## config.mk

```make
export PLATFORM = sky130hd
export DESIGN_NAME = dmem_arbiter_flat
export DESIGN_NICKNAME = d
export VERILOG_FILES = /design/src/rtl/dmem_arbiter_if.sv /design/src/rtl/dmem_arbiter.sv /design/src/flat_wrapper.sv
export SDC_FILE = /design/constraint.sdc
export NUM_CORES = 1
export LEC_CHECK = 0
export ABC_AREA = 1
export BUFFER_PORTS_ARGS = -buffer_cell sky130_fd_sc_hd__buf_2
export CELL_PAD_IN_SITES_DETAIL_PLACEMENT = 1
export CELL_PAD_IN_SITES_GLOBAL_PLACEMENT = 1
export CORE_MARGIN = 2
export CORE_UTILIZATION = 14
export CTS_CLUSTER_SIZE = 40
export DETAILED_ROUTE_END_ITERATION = 8
export GPL_ROUTABILITY_DRIVEN = 1
export PLACE_DENSITY_LB_ADDON = 0.1
export SLEW_MARGIN = 10
export SYNTH_ARGS = -nofsm -noshare
export SYNTH_HDL_FRONTEND = slang
export SYNTH_SLANG_ARGS = --single-unit
```

## constraint.sdc

```tcl
create_clock -name clk -period 1.9 [get_ports clk]
set_clock_uncertainty 0.1 [all_clocks]
set_input_delay 0.19 -clock clk [delete_from_list [all_inputs] [get_ports clk]]
set_output_delay 0.19 -clock clk [all_outputs]
set_load 0.05 [all_outputs]
```

## src/rtl/dmem_arbiter_if.sv

```systemverilog
// Data-memory arbitration bundle: two requester ports, their read responses,
// the global lock enable and the single-port memory side.
interface dmem_arbiter_if #(
    parameter int ADDR_WIDTH = 16,
    parameter int DATA_WIDTH = 16
);
    logic                  lock;

    logic                  req0_valid;
    logic                  req0_we;
    logic [ADDR_WIDTH-1:0] req0_addr;
    logic [DATA_WIDTH-1:0] req0_wdata;
    logic                  req0_ready;
    logic                  rsp0_valid;
    logic [DATA_WIDTH-1:0] rsp0_rdata;

    logic                  req1_valid;
    logic                  req1_we;
    logic [ADDR_WIDTH-1:0] req1_addr;
    logic [DATA_WIDTH-1:0] req1_wdata;
    logic                  req1_ready;
    logic                  rsp1_valid;
    logic [DATA_WIDTH-1:0] rsp1_rdata;

    logic                  mem_en;
    logic                  mem_we;
    logic [ADDR_WIDTH-1:0] mem_addr;
    logic [DATA_WIDTH-1:0] mem_wdata;
    logic [DATA_WIDTH-1:0] mem_rdata;

    // Requesters plus the memory itself sit on the master side.
    modport master (
        output lock,
        output req0_valid, req0_we, req0_addr, req0_wdata,
        input  req0_ready, rsp0_valid, rsp0_rdata,
        output req1_valid, req1_we, req1_addr, req1_wdata,
        input  req1_ready, rsp1_valid, rsp1_rdata,
        input  mem_en, mem_we, mem_addr, mem_wdata,
        output mem_rdata
    );

    modport slave (
        input  lock,
        input  req0_valid, req0_we, req0_addr, req0_wdata,
        output req0_ready, rsp0_valid, rsp0_rdata,
        input  req1_valid, req1_we, req1_addr, req1_wdata,
        output req1_ready, rsp1_valid, rsp1_rdata,
        output mem_en, mem_we, mem_addr, mem_wdata,
        input  mem_rdata
    );
endinterface

```

## src/rtl/dmem_arbiter.sv

```systemverilog
// Two-port arbiter for the single-port data memory: fixed priority to port 0,
// starvation counter forcing a port-1 grant, one-cycle read response routing.
module dmem_arbiter #(
    parameter int ADDR_WIDTH   = 16,
    parameter int DATA_WIDTH   = 16,
    parameter int STARVE_LIMIT = 3
) (
    input  logic           clk,
    input  logic           reset,
    dmem_arbiter_if.slave  bus
);
    localparam int CNT_W = $clog2(STARVE_LIMIT + 1);
    localparam logic [CNT_W-1:0] CNT_MAX = CNT_W'(STARVE_LIMIT);

    logic [CNT_W-1:0]      starve_cnt;
    logic                  force1;
    logic                  gnt0;
    logic                  gnt1;
    logic                  mem_we_c;
    logic [ADDR_WIDTH-1:0] mem_addr_c;
    logic [DATA_WIDTH-1:0] mem_wdata_c;

    logic                  rsp_vld_p1;
    logic                  rsp_owner_p1;

    // Grant: port 1 only wins when port 0 is idle or it has been starved long enough.
    always_comb begin
        force1 = (starve_cnt == CNT_MAX);
        gnt1   = !reset && bus.lock && bus.req1_valid && (force1 || !bus.req0_valid);
        gnt0   = !reset && bus.lock && bus.req0_valid && !gnt1;
    end

    always_comb begin
        mem_we_c    = 1'b0;
        mem_addr_c  = '0;
        mem_wdata_c = '0;
        if (gnt1) begin
            mem_we_c    = bus.req1_we;
            mem_addr_c  = bus.req1_addr;
            mem_wdata_c = bus.req1_wdata;
        end else if (gnt0) begin
            mem_we_c    = bus.req0_we;
            mem_addr_c  = bus.req0_addr;
            mem_wdata_c = bus.req0_wdata;
        end
    end

    assign bus.req0_ready = gnt0;
    assign bus.req1_ready = gnt1;
    assign bus.mem_en     = gnt0 || gnt1;
    assign bus.mem_we     = mem_we_c;
    assign bus.mem_addr   = mem_addr_c;
    assign bus.mem_wdata  = mem_wdata_c;

    // Counts cycles port 1 waited behind port 0; saturates at the limit.
    always_ff @(posedge clk or posedge reset) begin
        if (reset) begin
            starve_cnt <= '0;
        end else if (bus.lock) begin
            if (gnt1 || !bus.req1_valid) begin
                starve_cnt <= '0;
            end else if (gnt0 && starve_cnt != CNT_MAX) begin
                starve_cnt <= starve_cnt + CNT_W'(1);
            end
        end
    end

    // Stage p0 -> p1: the response stage runs regardless of lock.
    always_ff @(posedge clk or posedge reset) begin
        if (reset) begin
            rsp_vld_p1   <= 1'b0;
            rsp_owner_p1 <= 1'b0;
        end else begin
            rsp_vld_p1   <= (gnt0 || gnt1) && !mem_we_c;
            rsp_owner_p1 <= gnt1;
        end
    end

    assign bus.rsp0_valid = rsp_vld_p1 && !rsp_owner_p1;
    assign bus.rsp1_valid = rsp_vld_p1 &&  rsp_owner_p1;
    assign bus.rsp0_rdata = bus.rsp0_valid ? bus.mem_rdata : '0;
    assign bus.rsp1_rdata = bus.rsp1_valid ? bus.mem_rdata : '0;
endmodule

```

## src/flat_wrapper.sv

```systemverilog
// flat-port wrapper written by rule: the top's interface ports become plain ports
module dmem_arbiter_flat 
#(
    parameter int ADDR_WIDTH   = 16,
    parameter int DATA_WIDTH   = 16,
    parameter int STARVE_LIMIT = 3
)
  (clk, reset, bus_lock, bus_req0_valid, bus_req0_we, bus_req0_addr, bus_req0_wdata, bus_req0_ready, bus_rsp0_valid, bus_rsp0_rdata, bus_req1_valid, bus_req1_we, bus_req1_addr, bus_req1_wdata, bus_req1_ready, bus_rsp1_valid, bus_rsp1_rdata, bus_mem_en, bus_mem_we, bus_mem_addr, bus_mem_wdata, bus_mem_rdata);
  dmem_arbiter_if #(.ADDR_WIDTH(ADDR_WIDTH), .DATA_WIDTH(DATA_WIDTH)) bus_i ();
  input  logic clk;
  input  logic reset;
  input wire logic [$bits(bus_i.lock)-1:0] bus_lock;
  input wire logic [$bits(bus_i.req0_valid)-1:0] bus_req0_valid;
  input wire logic [$bits(bus_i.req0_we)-1:0] bus_req0_we;
  input wire logic [$bits(bus_i.req0_addr)-1:0] bus_req0_addr;
  input wire logic [$bits(bus_i.req0_wdata)-1:0] bus_req0_wdata;
  output wire logic [$bits(bus_i.req0_ready)-1:0] bus_req0_ready;
  output wire logic [$bits(bus_i.rsp0_valid)-1:0] bus_rsp0_valid;
  output wire logic [$bits(bus_i.rsp0_rdata)-1:0] bus_rsp0_rdata;
  input wire logic [$bits(bus_i.req1_valid)-1:0] bus_req1_valid;
  input wire logic [$bits(bus_i.req1_we)-1:0] bus_req1_we;
  input wire logic [$bits(bus_i.req1_addr)-1:0] bus_req1_addr;
  input wire logic [$bits(bus_i.req1_wdata)-1:0] bus_req1_wdata;
  output wire logic [$bits(bus_i.req1_ready)-1:0] bus_req1_ready;
  output wire logic [$bits(bus_i.rsp1_valid)-1:0] bus_rsp1_valid;
  output wire logic [$bits(bus_i.rsp1_rdata)-1:0] bus_rsp1_rdata;
  output wire logic [$bits(bus_i.mem_en)-1:0] bus_mem_en;
  output wire logic [$bits(bus_i.mem_we)-1:0] bus_mem_we;
  output wire logic [$bits(bus_i.mem_addr)-1:0] bus_mem_addr;
  output wire logic [$bits(bus_i.mem_wdata)-1:0] bus_mem_wdata;
  input wire logic [$bits(bus_i.mem_rdata)-1:0] bus_mem_rdata;
  assign bus_i.lock = bus_lock;
  assign bus_i.req0_valid = bus_req0_valid;
  assign bus_i.req0_we = bus_req0_we;
  assign bus_i.req0_addr = bus_req0_addr;
  assign bus_i.req0_wdata = bus_req0_wdata;
  assign bus_req0_ready = bus_i.req0_ready;
  assign bus_rsp0_valid = bus_i.rsp0_valid;
  assign bus_rsp0_rdata = bus_i.rsp0_rdata;
  assign bus_i.req1_valid = bus_req1_valid;
  assign bus_i.req1_we = bus_req1_we;
  assign bus_i.req1_addr = bus_req1_addr;
  assign bus_i.req1_wdata = bus_req1_wdata;
  assign bus_req1_ready = bus_i.req1_ready;
  assign bus_rsp1_valid = bus_i.rsp1_valid;
  assign bus_rsp1_rdata = bus_i.rsp1_rdata;
  assign bus_mem_en = bus_i.mem_en;
  assign bus_mem_we = bus_i.mem_we;
  assign bus_mem_addr = bus_i.mem_addr;
  assign bus_mem_wdata = bus_i.mem_wdata;
  assign bus_i.mem_rdata = bus_mem_rdata;
  dmem_arbiter #(.ADDR_WIDTH(ADDR_WIDTH), .DATA_WIDTH(DATA_WIDTH), .STARVE_LIMIT(STARVE_LIMIT)) u_core (.clk(clk), .reset(reset), .bus(bus_i));
endmodule
```

### After elaboration in Yosys (flattened, before gate mapping)

Cells that the tools add are included.

* bits in registers: 4
* bits in latches: 0
* bits in writable memories: 0
* ROM bits: 0
* input port bits: 87
* output and inout port bits: 70
* word-level logic and storage cells: 36
* memories: 0

* add/subtract/negate cells: 1
* multiply operators: 0
* div/mod/pow operators: 0
* magnitude comparators: 0
* eq/ne operators: 2
* shifts and indexed selects: 0
* multiplexer cells: 10
* bitwise logic cells: 0
* reduce and logical (&&, ||, !) cells: 20

Operators by type and width (count)
* $mux 16: 6
* $logic_and 1x1->1: 9
* $logic_not 1->1: 6
* $mux 2: 2
* $logic_or 1x1->1: 3
* $add 2x1->2 const B: 1
* $eq 2x2->1 const B: 1
* $mux 1: 2
* $ne 2x2->1 const B: 1
* $reduce_and 2->1: 1
* $reduce_bool 2->1: 1

### Depth between registers and ports, before layout

Gate-level depths: netlist (run 1).

* depth after elaboration: 10
* depth in mapped cells: 8
* mapped depth without buffers: 7

### Least setup slack after synthesis (run 1)

No wires, ideal clock.

* kind: register -> output
* start: reg u_core.rsp_owner_p1
* end: out bus_rsp0_rdata[0]
* arrival: 2185 ps
* required time: 1610 ps
* slack: -575 ps
* cell stages (with the launch flop): 5
* path buffers: 1
* cell sequence: dfrtp_1 nor2_1 inv_1 buf_2 nor2_1

* word-level cells in the longest chain between the ends: 3

RTL lines
* from (decl): RTL line dmem_arbiter.sv:24 `logic rsp_owner_p1;`
* from (signal assigned): RTL line dmem_arbiter.sv:75 `rsp_owner_p1 <= gnt1;`
* $logic_not 1->1: RTL line dmem_arbiter.sv:79 `assign bus.rsp0_valid = rsp_vld_p1 && !rsp_owner_p1;`
* $logic_and 1x1->1: RTL line dmem_arbiter.sv:79
* net bus_rsp0_valid: RTL line flat_wrapper.sv:18 `output wire logic [$bits(bus_i.rsp0_valid)-1:0] bus_rsp0_valid;`
* $mux 16: RTL line dmem_arbiter.sv:81 `assign bus.rsp0_rdata = bus.rsp0_valid ? bus.mem_rdata : '0;`
* to (decl): RTL line flat_wrapper.sv:19 `output wire logic [$bits(bus_i.rsp0_rdata)-1:0] bus_rsp0_rdata;`

The timed path passes the listed nets, and every way through them passes these cells.

### Worst setup path in the final report (run 1)

* start: reg u_core.starve_cnt[0]
* end: out bus_mem_wdata[0]

* word-level cells in the longest chain between the ends: 7

RTL lines
* from (decl): RTL line dmem_arbiter.sv:15 `logic [CNT_W-1:0] starve_cnt;`
* from (signal assigned): RTL line dmem_arbiter.sv:63 `starve_cnt <= starve_cnt + CNT_W'(1);`
* $eq 2x2->1 (*): RTL line dmem_arbiter.sv:28 `force1 = (starve_cnt == CNT_MAX);`
* $logic_or 1x1->1 (*): RTL line dmem_arbiter.sv:29 `gnt1 = !reset && bus.lock && bus.req1_valid && (force1 || !bus.req0_valid);`
* $logic_and 1x1->1 (*): RTL line dmem_arbiter.sv:29
* $logic_not 1->1: RTL line dmem_arbiter.sv:30 `gnt0 = !reset && bus.lock && bus.req0_valid && !gnt1;`
* $logic_and 1x1->1: RTL line dmem_arbiter.sv:30
* $mux 16: RTL line dmem_arbiter.sv:41 `end else if (gnt0) begin`
* $mux 16 (*): RTL line dmem_arbiter.sv:37 `if (gnt1) begin`
* to (decl): RTL line flat_wrapper.sv:30 `output wire logic [$bits(bus_i.mem_wdata)-1:0] bus_mem_wdata;`

Mark *: on every way between the ends. The rest lies on a longest branch, timed or not.

==> results of run 1 <==
==> critical path: cells and delay by family (launching register included) <==
kind | cells | cell delay, ns
adders and majority gates | 1 | 0.18
DFF | 1 | 0.35
and+or+nand+nor | 5 | 0.49
buffers and inverters | 3 | 0.39
==> worst paths after layout <==
path | startpoint | end | depth (start not counted)
min in group asynchronous | reset | u_core.starve_cnt[1] | 3
worst max register to register | u_core.starve_cnt[0] | u_core.rsp_vld_p1 | 8
max in group asynchronous | reset | u_core.rsp_vld_p1 | 3
worst min register to register | u_core.starve_cnt[1] | u_core.starve_cnt[1] | 2
worst min-delay path | bus_req1_valid | u_core.starve_cnt[0] | 3
worst max-delay path | u_core.starve_cnt[0] | bus_mem_wdata[0] | 9
==> power by group through the flow <==
| stage | sequential, mW | clock, mW | combinational, mW |
|---|---|---|---|
| final | 0.100 | 0.181 | 0.583 |
| after global routing | 0.101 | 0.200 | 0.623 |
| after CTS | 0.101 | 0.188 | 0.518 |
| after detailed placement | 0.102 | 0 | 0.456 |
| after global placement | 0.101 | 0 | 0.454 |
| after floorplan | 0.100 | 0 | 0.292 |
==> cells in the mapped netlist <==
master | instances | area (um^2)
nand2_2 | 1 | 6.26
nor2_1 | 39 | 146
clkbuf_1 | 1 | 3.75
buf_4 | 3 | 22.5
nand2_4 | 1 | 11.3
inv_1 | 25 | 93.8
nor2_8 | 1 | 20.0
buf_2 | 4 | 20.0
ha_1 | 1 | 12.5
nand3_1 | 36 | 180
dfrtp_1 | 4 | 100
inv_2 | 1 | 3.75
buf_6 | 3 | 33.8
nand4_1 | 1 | 6.26
nor2_4 | 1 | 11.3
nand2_1 | 73 | 274
==> registers in the layout (all words and copies together), names as in the netlist <==
| name | flops |
|---|---|
| u_core.starve_cnt | 2 |
| u_core.rsp_owner_p1 | 1 |
| u_core.rsp_vld_p1 | 1 |
==> area by class of cell <==
cell class	count	area [um^2]
clock buffer	3	41.3
inverter	26	101
tap	77	96.3
fill	863	3950
sequential	4	100
timing repair buffer	174	1330
multi-input combinational	154	842
==> placed cells by master, fill, tap and decap left out <==
master,count
buf_12,4
buf_16,1
buf_2,121
buf_4,8
buf_6,17
buf_8,20
clkbuf_16,2
clkbuf_8,3
clkinvlp_4,1
dfrtp_1,4
dlygate4sd3_1,1
ha_2,1
inv_1,23
inv_2,2
nand2_1,31
nand2_2,39
nand2_4,4
nand2_8,1
nand3_1,36
nand4_1,1
nor2_1,26
nor2_2,12
nor2_4,2
nor2_8,1
==> per-layer routing <==
metal	vias to the layer above	routed length [um]	global-route usage, %
met2	81	2970	25.1
met1	826	2150	14.7
met4	0	96	3.69
li1	922	-	-
met5	-	0	0
met3	10	420	3.71
==> cell families (layout without fill, tap and decap cells) <==
| logic type | count (synthesis) | in the layout | synth area share, % |
|---|---|---|---|
| simple gates | 153 | 153 | 69.3 |
| buf+inv | 37 | 203 | 18.8 |
| flops | 4 | 4 | 10.6 |
| fa+ha+maj | 1 | 1 | 1.32 |
==> metrics by stage <==
stage | cells | setup TNS [ns] | power [mW] | hold WS, ns
after global routing | 438 | -3.62 | 0.925 | 0.239
after global placement | 423 | 0 | 0.556 | -0.00662
final | 438 | -0.110 | 0.865 | 0.219
after detailed placement | 423 | 0 | 0.557 | -0.00332
after CTS | 428 | -0.0143 | 0.807 | 0.214
after floorplan | 195 | 0 | 0.392 | -0.157
==> repair_timing <==
action / CTS / global route
setup endpoints to repair: 36 / 42
pin swaps: 1 / 8
gates resized for setup: 73 / 71
endpoints found under the hold margin: 4 / 0
buffers inserted: 0 / 7
cloned: 1 / 3
hold buffers: 1 / 0
==> flow_metrics.py, run 1 <==
metrics = {
    "timing": {
        "max_slew_margin_pct": 61.7,
        "finalHoldViolations": 0,
        "final_max_slew_viol_count": 0,
        "rsz0062_at_grt": "yes",
        "worst_slack_ns": -0.0304,
        "tightest_slew_ns": 0.573,
        "fmax_ghz": 0.518,
        "setup_viol": 9,
        "fin_crit_ns": 1.93,
        "finalCritPeriodShare_pct": 102,
    },
    "worst_setup_path": {
        "crit_top_cell": "nand2_2",
        "worstPathRequired_ns": 1.61,
        "critical_path.slowest_cell": "dfrtp_1",
        "crit_path_cell_trace": "ha_2 > inv_2 > nand2_4 > nand2_8 > nor2_8 > clkbuf_16 > nand2_2 > nand2_2 > buf_8",
        "critPathLaunchType": "flip-flop",
        "max_stage_delay_ns": 0.35,
        "critPathMaxFanout": 6,
        "reg2reg_slack_ns": 0.47,
        "crit_type": "flip-flop to output pin",
        "arrival_ns": 1.64,
        "endpoint_kind": "output pin",
    },
    "power": {
        "peakVddDrop_mv": 0.129,
        "powerDensity_nw_per_um2": 345,
        "switching_share_pct": 46.4,
        "internal_power_mw": 0.464,
        "combPwrFrac_pct": 67.4,
        "switchingPower_mw": 0.401,
        "p_leak_nw": 1.54,
        "seqPwrFrac_pct": 11.6,
        "p_clk_share_pct": 21.0,
    },
    "global_routing": {
        "grt_overflow": 0,
        "grt_max_degree": 26,
        "grt_pass1_wl_mm": 8.16,
        "grt_use_total_pct": 13.4,
        "antenna_found_initial": 0,
        "grt_pass1_vias": 1816,
    },
    "route": {
        "first_pass_iters": 4,
        "via_per_inst": 4.20,
        "num_vias": 1839,
        "drt_iter0_markers": 23,
        "drc": 0,
        "wl_per_cell_um": 12.9,
        "finalWirelength_mm": 5.63,
        "final_antenna_net_count": 0,
    },
    "clock_tree": {
        "path_clk_slew_ns": 0.03,
        "htree_levels": 1,
        "cts_root_buf": "clkbuf_8",
        "numCtsBuffers": 3,
        "cts_tree": "built",
        "clock-sinks": 4,
        "insertion_delay_ns": 0.22,
        "clock_path_buffers": 2,
    },
    "finish": {
        "fin_util_pct": 38.8,
        "final_nets": 451,
        "diodes": 0,
        "final_layout_size_suffix_gt1_share_pct": 66.2,
        "final_area_um2": 2510,
        "synthToLayoutAreaGrowth_pct": 165,
    },
    "floorplanning": {
        "io_pins": 157,
        "die_h_um": 86.2,
        "fp-row-count": 29,
        "coreArea_um2": 6460,
        "fp.dieW_um": 86.2,
        "dieArea_um2": 7430,
        "initial_core_util_pct": 14.6,
    },
    "placed_design": {
        "port_buffers": 156,
        "pre_cts_ws_ns": 0.0985,
        "place_congestion": 0.741,
        "hpwl_mm": 4.14,
        "post_dp_cell_area_um2": 1860,
    },
    "worst_hold_path": {
        "hold_class": "primary input to flip-flop",
    },
    "run_status": {
        "violations": "setup timing",
        "status": "complete, but fails checks",
    },
    "yosys": {
        "syn_nets": 283,
        "yosys_register_bits": 4,
        "yosysUniqueCellTypes": 16,
        "ys.warnings.count": 0,
        "netlist_area_um2": 946,
        "synthCells": 195,
        "avgSynthCellArea_um2": 4.85,
        "seq_area_frac_synth_pct": 10.6,
    },
    "flow_run": {
        "drv_cap": 0,
    },
}
No activity file was read; power rests on OpenSTA's default activity.
==> run 2: changes to the inputs <==
--- a/config.mk
+++ b/config.mk
@@ -11,6 +11,7 @@
 export CELL_PAD_IN_SITES_GLOBAL_PLACEMENT = 1
 export CORE_MARGIN = 2
 export CORE_UTILIZATION = 14
+export CTS_BUF_LIST = sky130_fd_sc_hd__clkbuf_16
 export CTS_CLUSTER_SIZE = 40
 export DETAILED_ROUTE_END_ITERATION = 8
 export GPL_ROUTABILITY_DRIVEN = 1
==> flow_metrics.py, run 2 (same netlist as run 1, synthesis figures left out) <==
metrics = {
    "route": {
        "final_antenna_net_count": 0,
        "wl_met2_mm": 2.94,
        "finalWirelength_mm": 5.45,
        "wl_met3_um": 400,
        "drt-met1-wl_mm": 2.06,
        "first_pass_iters": 4,
        "num_vias": 1797,
        "drt_iter0_markers": 32,
        "top_layer": "met4",
        "wl_per_cell_um": 12.6,
        "drc": 0,
        "via_per_inst": 4.15,
    },
    "clock_tree": {
        "cts_root_buf": "clkbuf_16",
        "clock-sinks": 4,
        "cts_tree": "built",
        "numCtsBuffers": 3,
        "clock_path_buffers": 2,
        "path_clk_slew_ns": 0.03,
        "htree_levels": 1,
        "insertion_delay_ns": 0.22,
    },
    "finish": {
        "layout_common_cells": "122 x buf_2, 47 x nand2_1, 35 x nand3_1",
        "top_regs": "u_core.starve_cnt (2), u_core.rsp_owner_p1 (1), u_core.rsp_vld_p1 (1)",
        "final_nets": 446,
        "layout_commonest_cell": "buf_2",
        "final_layout_size_suffix_gt1_share_pct": 61.5,
        "largest-register": "u_core.starve_cnt",
        "largest_reg_flops": 2,
        "final_area_um2": 2480,
        "diodes": 0,
        "synthToLayoutAreaGrowth_pct": 163,
    },
    "floorplanning": {
        "dieArea_um2": 7430,
        "die_h_um": 86.2,
        "initial_core_util_pct": 14.6,
        "fp-row-count": 29,
        "fp.dieW_um": 86.2,
        "io_pins": 157,
        "coreArea_um2": 6460,
    },
    "run_status": {
        "violations": "setup timing",
        "status": "complete, but fails checks",
    },
    "worst_hold_path": {
        "holdPathStages": 4,
        "hold_class": "primary input to flip-flop",
    },
    "power": {
        "p_leak_nw": 1.57,
        "seqPwrFrac_pct": 10.2,
        "internal_power_mw": 0.585,
        "switching_share_pct": 41.0,
        "peakVddDrop_mv": 0.204,
        "p_clk_share_pct": 32.9,
        "powerDensity_nw_per_um2": 399,
        "combPwrFrac_pct": 57.0,
        "switchingPower_mw": 0.407,
    },
    "global_routing": {
        "grt_use_total_pct": 13.3,
        "grt_pass1_vias": 1812,
        "grt_pass1_wl_mm": 8.14,
        "grt_overflow": 0,
        "grt_max_degree": 26,
        "antenna_found_initial": 0,
    },
    "timing": {
        "max_slew_margin_pct": 61.6,
        "fin_crit_ns": 1.92,
        "holdWs_ns": 0.202,
        "finalCritPeriodShare_pct": 101,
        "tightest_slew_ns": 0.574,
        "setup_viol": 15,
        "rsz0062_at_grt": "yes",
        "finalHoldViolations": 0,
        "worst_slack_ns": -0.0223,
        "fmax_ghz": 0.520,
        "final_max_slew_viol_count": 0,
    },
    "worst_setup_path": {
        "crit_type": "flip-flop to output pin",
        "worstPathRequired_ns": 1.61,
        "endpoint_kind": "output pin",
        "critPathLaunchType": "flip-flop",
        "arrival_ns": 1.63,
        "critPathMaxFanout": 12,
        "reg2reg_depth": 8,
    },
    "flow_run": {
        "drv_cap": 0,
    },
    "placed_design": {
        "hpwl_mm": 4.14,
        "place_congestion": 0.741,
        "post_dp_cell_area_um2": 1860,
        "port_buffers": 156,
        "pre_cts_ws_ns": 0.0985,
    },
}
==> run 2: cell count changes in the layout (fill, tap and decap cells not counted), sizes merged <==
cell | previous run | this run
buf | 171 | 166
==> run 2: final timing paths <==
check | end | from | slack (ns)
worst max-delay path | bus_mem_addr[6] | u_core.starve_cnt[0] | -0.02
worst min-delay path | u_core.rsp_vld_p1 | bus_req0_we | 0.20
worst max register to register | u_core.rsp_vld_p1 | u_core.starve_cnt[0] | 0.48
worst min register to register | u_core.starve_cnt[1] | u_core.starve_cnt[1] | 0.39
max in group asynchronous | u_core.rsp_vld_p1 | reset | 1.18
min in group asynchronous | u_core.starve_cnt[1] | reset | 0.35
==> run 2: timing repair <==
action	CTS	global route
hold buffers	1	0
setup endpoints to repair	36	42
setup buffers	0	3
resized for setup	73	54
cloned	1	2
pin swaps	1	4
hold endpoints to repair	4	0
==> run 2: power groups by stage <==
stage | Clock (mW) | Sequential (mW) | Combinational, mW
6_report | 0.326 | 0.101 | 0.565
5_1_grt | 0.346 | 0.103 | 0.607
4_1_cts | 0.333 | 0.101 | 0.518
3_5_place_dp | 0 | 0.102 | 0.456
3_3_place_gp | 0 | 0.101 | 0.454
2_1_floorplan | 0 | 0.100 | 0.292
==> run 2: layer usage <==
metal,vias up,track usage (%)
li1,912,-
met1,804,14.8
met2,75,24.8
met3,6,4.00
met4,0,3.27
met5,-,0
==> run 2: layout make-up <==
class                      instances  area, um^2
fill                             856        3970
timing repair buffer             169        1260
multi-input combinational        154         852
inverter                          26         101
sequential                         4         100
tap                               77        96.3
clock buffer                       3        75.1
==> run 2: critical path, stage by stage, from the launching register on <==
cell,delay (ns)
dfrtp_1,0.37
ha_2,0.18
inv_2,0.04
nand2_4,0.07
nand2_8,0.09
nor2_8,0.17
clkbuf_16,0.19
nand2_1,0.05
nand2_1,0.07
buf_6,0.16
==> run 2: through the flow <==
step	total power, mW	instances	setup TNS (ns)	utilization, %
after floorplan	0.392	195	0	-
after detailed placement	0.557	423	0	28.8
after global routing	1.06	433	-3.26	38.5
after global placement	0.556	423	0	28.8
after CTS	0.951	428	-0.0134	34.1
final	0.993	433	-0.169	38.5
